`config.mk`:
```
export PLATFORM = sky130hd
export DESIGN_NAME = fft_stream_writeback
export DESIGN_NICKNAME = d
export VERILOG_FILES = /design/src/rtl/fft_stream_writeback.sv
export SDC_FILE = /design/constraint.sdc
export NUM_CORES = 1
export LEC_CHECK = 0
export CORE_MARGIN = 5
export CORE_UTILIZATION = 44
export CTS_CLUSTER_SIZE = 10
export DETAILED_ROUTE_END_ITERATION = 7
export PLACE_DENSITY = 0.76
export RECOVER_POWER = 50
export SLEW_MARGIN = 25
export SYNTH_ARGS = -nofsm -noshare
export SYNTH_HDL_FRONTEND = slang
export SYNTH_SLANG_ARGS = --single-unit
export TNS_END_PERCENT = 30
```
`constraint.sdc`:
```
create_clock -name clk -period 4.8 [get_ports clk]
set_clock_uncertainty 0.2 [all_clocks]
set_input_delay 1.44 -clock clk [delete_from_list [all_inputs] [get_ports clk]]
set_output_delay 1.44 -clock clk [all_outputs]
set_load 0.01 [all_outputs]
```
`src/rtl/fft_stream_writeback.sv`:
```
// FFT source stream to grid-memory writeback for one dimension pass.
// Checks SOP/EOP framing, undoes bit-reversed output order, applies the
// 1/N inverse-transform scale and issues one write per accepted sample.
//
// state    | meaning
// ---------+-----------------------------------------------------------
// IDLE     | waiting for start; outputs quiet
// WAIT_SOP | pass open, waiting for the first sample of the next frame
// IN_FRAME | accepting samples 1..FRAME_LEN-1 of the current frame
// DONE     | last frame closed; pass_done fires on the following cycle
module fft_stream_writeback #(
    parameter int DATA_W     = 32,
    parameter int FRAME_LEN  = 32,
    parameter int LOG2_FRAME = 5,
    parameter int NUM_FRAMES = 32,
    parameter int ADDR_W     = 11,
    parameter int BITREV     = 1
) (
    input  logic              clk,
    input  logic              rst,
    input  logic              start,
    input  logic [2:0]        dim_in,
    input  logic              inverse_in,
    input  logic              src_valid,
    input  logic              src_sop,
    input  logic              src_eop,
    input  logic [DATA_W-1:0] src_real,
    input  logic [DATA_W-1:0] src_imag,
    output logic              wr_en,
    output logic [ADDR_W-1:0] wr_addr,
    output logic [DATA_W-1:0] wr_real,
    output logic [DATA_W-1:0] wr_imag,
    output logic [2:0]        wr_dim,
    output logic              busy,
    output logic              pass_done,
    output logic              err_sop,
    output logic              err_eop
);

    localparam int FC_W = $clog2(NUM_FRAMES + 1);

    typedef enum logic [1:0] {IDLE, WAIT_SOP, IN_FRAME, DONE} state_t;

    state_t                  state, state_next;
    logic [FC_W-1:0]         frame_cnt;
    logic [LOG2_FRAME-1:0]   sample_cnt;
    logic [LOG2_FRAME-1:0]   idx, idx_m;
    logic [ADDR_W-1:0]       addr_c;
    logic signed [DATA_W-1:0] real_s, imag_s;
    logic                    inv_q;
    logic                    start_ok, accept, frame_close;
    logic                    set_err_sop, set_err_eop;

    function automatic logic [LOG2_FRAME-1:0] bit_rev(input logic [LOG2_FRAME-1:0] v);
        logic [LOG2_FRAME-1:0] r;
        for (int i = 0; i < LOG2_FRAME; i++) begin
            r[i] = v[LOG2_FRAME-1-i];
        end
        return r;
    endfunction

    // State register
    always_ff @(posedge clk or posedge rst) begin
        if (rst) state <= IDLE;
        else     state <= state_next;
    end

    // Next state, sample acceptance and framing checks
    always_comb begin
        state_next  = state;
        start_ok    = 1'b0;
        accept      = 1'b0;
        frame_close = 1'b0;
        set_err_sop = 1'b0;
        set_err_eop = 1'b0;
        idx         = '0;
        case (state)
            IDLE: begin
                if (start) begin
                    start_ok   = 1'b1;
                    state_next = WAIT_SOP;
                end
            end
            WAIT_SOP: begin
                if (src_valid) begin
                    if (src_sop) begin
                        accept      = 1'b1;
                        set_err_eop = src_eop;
                        state_next  = IN_FRAME;
                    end else begin
                        set_err_sop = 1'b1;
                    end
                end
            end
            IN_FRAME: begin
                if (src_valid) begin
                    accept = 1'b1;
                    // A SOP mid-frame restarts the frame with this sample as index 0
                    if (src_sop) set_err_sop = 1'b1;
                    else         idx = sample_cnt;
                    if (idx == LOG2_FRAME'(FRAME_LEN - 1)) begin
                        frame_close = 1'b1;
                        set_err_eop = !src_eop;
                        state_next  = (frame_cnt == FC_W'(NUM_FRAMES - 1)) ? DONE : WAIT_SOP;
                    end else begin
                        set_err_eop = src_eop;
                    end
                end
            end
            DONE:    state_next = IDLE;
            default: state_next = IDLE;
        endcase
    end

    // Write address and scaled data for the current sample
    always_comb begin
        idx_m  = (BITREV != 0) ? bit_rev(idx) : idx;
        addr_c = (ADDR_W'(frame_cnt) << LOG2_FRAME) | ADDR_W'(idx_m);
        real_s = $signed(src_real) >>> LOG2_FRAME;
        imag_s = $signed(src_imag) >>> LOG2_FRAME;
    end

    // Pass context, counters, sticky errors and status
    always_ff @(posedge clk or posedge rst) begin
        if (rst) begin
            wr_dim     <= '0;
            inv_q      <= 1'b0;
            frame_cnt  <= '0;
            sample_cnt <= '0;
            err_sop    <= 1'b0;
            err_eop    <= 1'b0;
            busy       <= 1'b0;
            pass_done  <= 1'b0;
        end else begin
            pass_done <= (state == DONE);
            if (state == DONE) busy <= 1'b0;
            if (start_ok) begin
                wr_dim     <= dim_in;
                inv_q      <= inverse_in;
                frame_cnt  <= '0;
                sample_cnt <= '0;
                err_sop    <= 1'b0;
                err_eop    <= 1'b0;
                busy       <= 1'b1;
            end else begin
                // Index wraps to 0 naturally when the frame closes
                if (accept)      sample_cnt <= idx + LOG2_FRAME'(1);
                if (frame_close) frame_cnt  <= frame_cnt + FC_W'(1);
                if (set_err_sop) err_sop    <= 1'b1;
                if (set_err_eop) err_eop    <= 1'b1;
            end
        end
    end

    // One-cycle write pipeline into the grid memory
    always_ff @(posedge clk or posedge rst) begin
        if (rst) begin
            wr_en   <= 1'b0;
            wr_addr <= '0;
            wr_real <= '0;
            wr_imag <= '0;
        end else begin
            wr_en <= accept;
            if (accept) begin
                wr_addr <= addr_c;
                wr_real <= inv_q ? real_s : src_real;
                wr_imag <= inv_q ? imag_s : src_imag;
            end
        end
    end

endmodule

```
==> metrics.yaml <==
pwr-share-comb: 0.180
path_max_fanout: 63
io_pins: 157
grt.total_usage: 0.1985
hpwl_um: 8857
hold_path_end: "wr_addr[0]"
yosysUniqueCellTypes: 37
dieArea_mm2: 0.01222
die_h_um: 110.6
place_area_mm2: 0.006117
via_per_inst: 5.125
syn_area_per_cell_um2: 9.954
worst-r2r-setup-slack_ps: 2170
fin_setup_tns_ps: 0
max_cap_violations: 1
ys_seq_area_frac: 0.5456
critical_path_required_ps: 4840
rsz0062_at_grt: "false"
async_flop_share: 1.000
powerDensity_mw_per_mm2: 295.2
slew_headroom: -0.3336
r2r-start: "state[0]"
nNetsFinal: 670
synth_ff_type: "dfrtp_1"
finish.instance_area_mm2: 0.006357
swShare: 0.2463
pwr-share-seq: 0.484
finalHoldViolCount: 0
whs_ps: 274.7
p_int_uw: 1414
layout_common_cells: "clkdlybuf4s50_1 (121), nand2_1 (111), dfrtp_1 (96)"
drive_above_1_share: 0.03710
synth-xor-area-share: 0.009843
rows: 36
syn_to_final_growth_pct: 42.89
die_width_um: 110.6
numCtsBuffers: 9
antenna_cells: 0
fin_util: 0.6474
place.gp.congestion: 0.8197
htreeDepth: 3
antenna_found_initial: 0
ctsResizeCount: 0
endpoint_kind: "register"
yosysWarnings: 0
cts_tree: "yes"
grt_overflow_total: 0
via_count: 3721
startpoint: "src_sop"
cts_sinks: 97
outcome: "finished, violations left"
max_freq_mhz: 289.3
maxSlewViolCount: 44
clkTransAtPathRegs_ps: 90
route.detailed.drc: 0
drt_iter0_markers: 225
finalCritPeriodShare: 0.7200
synth_fa_ha_area_frac: 0.01969
clock_latency_ps: 350
syn_nets: 528
power_switching_uw: 462.3
synth-compound-area-share: 0.1015
synth-edff-count: 0
core-area_mm2: 0.009819
finalCriticalPeriod_ps: 3456
min_path_cells: 2
grt_max_degree: 82
cts_buffer_depth: 2
path_class: "input port to register"
synth-seq-cells: 97
leakagePower_uw: 0.002641
failed_checks: "capacitance limit, slew limit"
grt_pass1_wl_um: 19950
dr.pass1.iters: 4
postRouteAntennaNets: 0
cts_hold_buf: 0
setup_viol: 0
syn_inst: 447
grt_pass1_vias: 3689
post_cts_buffers: 0
cp_data_arrival_time_ps: 3500
routedWlPerCell_um: 16.51
reg2reg_to: "sample_cnt[4]"
holdCritPathClass: "register to register"
vdd_drop_max_mv: 0.1681
initial_utilization: 0.4531
pwr-share-clk: 0.337
reg2regPathDepth: 8
port_buffers: 156
syn_area_mm2: 0.004449
synth.area.mux_share: 0.1443
cts_root_buffer: "clkbuf_8"
cp-start-kind: "input port"
worst_pin_slew_ps: 1989
wirelength_um: 11980
hold_start: "wr_addr[0]"
synth_top_family_by_area: "simple AND/OR/NAND/NOR gates"
yosys.area_share.simple: 0.1496
layout_commonest_cell: "clkdlybuf4s50_1"
## cell type report
| type | count | area (um2) |
|---|---|---|
| Timing Repair Buffer | 158 | 1602 |
| Inverter | 6 | 23.77 |
| Sequential cell | 97 | 2431 |
| Clock inverter | 5 | 103.9 |
| Clock buffer | 10 | 137.6 |
| Tap cell | 133 | 166.4 |
| Fill cell | 840 | 3462 |
| Multi-Input combinational cell | 317 | 1893 |
## power groups by stage
stage	clock, uW	sequential [uW]	combinational, uW
detailed placement	0	926	349
CTS	644	909	350
global route	681	916	369
finish	632	908	337
floorplan	0	950	102
global placement	0	923	343
## sequential cells by signal, summed over array words and instances (netlist names)
register	flops
busy	1
state	2
wr_addr	11
frame_cnt	6
wr_real	32
wr_dim	3
wr_en	1
pass_done	1
err_sop	1
wr_imag	32
inv_q	1
err_eop	1
sample_cnt	5
## kinds of logic after synthesis
logic type / count (synthesis)
and+or+nand+nor: 156
DFF: 97
AOI/OAI and AO/OA: 85
muxes: 64
buffers and inverters: 33
adders and majority gates: 7
xor gates and xnor gates: 5
## worst max-delay path by stage
stage / endpoint / cells after the start
finish: wr_addr[3] / 5
global route: inv_q / 2
CTS: wr_addr[3] / 5
detailed placement: wr_addr[3] / 5
global placement: wr_addr[3] / 5
floorplan: busy / 1
## synth_stat cells (3+ instances only)
cell	instances	area [um2]
buf_2	3	15.01
inv_1	6	22.52
nor2_1	11	41.29
nand3_1	8	40.04
nand2_1	111	416.7
nor3_1	5	25.02
xnor2_1	5	43.79
a31oi_1	3	18.77
ha_1	7	87.58
clkbuf_1	20	75.07
mux2i_1	63	630.6
o21ai_0	70	350.3
dfrtp_1	97	2427
and2_1	4	25.02
nor4_1	3	18.77
buf_1	3	11.26
a21oi_1	5	25.02
## layer usage
metal | up-vias | wire length (um) | track usage | part of all wire
met4 | 0 | 198 | 0.05911 | 0.017
met1 | 1771 | 5423 | 0.2643 | 0.45
met3 | 18 | 785 | 0.05580 | 0.066
met5 | - | 0 | 0 | 0
met2 | 119 | 5577 | 0.3163 | 0.47
li1 | 1813 | - | - | -
## stage by stage
stage | instances | power, uW | worst slack [ps]
after floorplan | 447 | 1051 | 626.3
after global placement | 711 | 1265 | 1141
after detailed placement | 711 | 1274 | 1054
after CTS | 726 | 1903 | 1438
after global routing | 726 | 1967 | 1010
final | 726 | 1877 | 1344
## worst max-delay path, stage by stage
cell and delay, ps:
dlygate4sd3_1 640, a21oi_1 200, or2_4 520, inv_1 350, mux2_2 350
No activity file was read; power rests on OpenSTA's default activity.
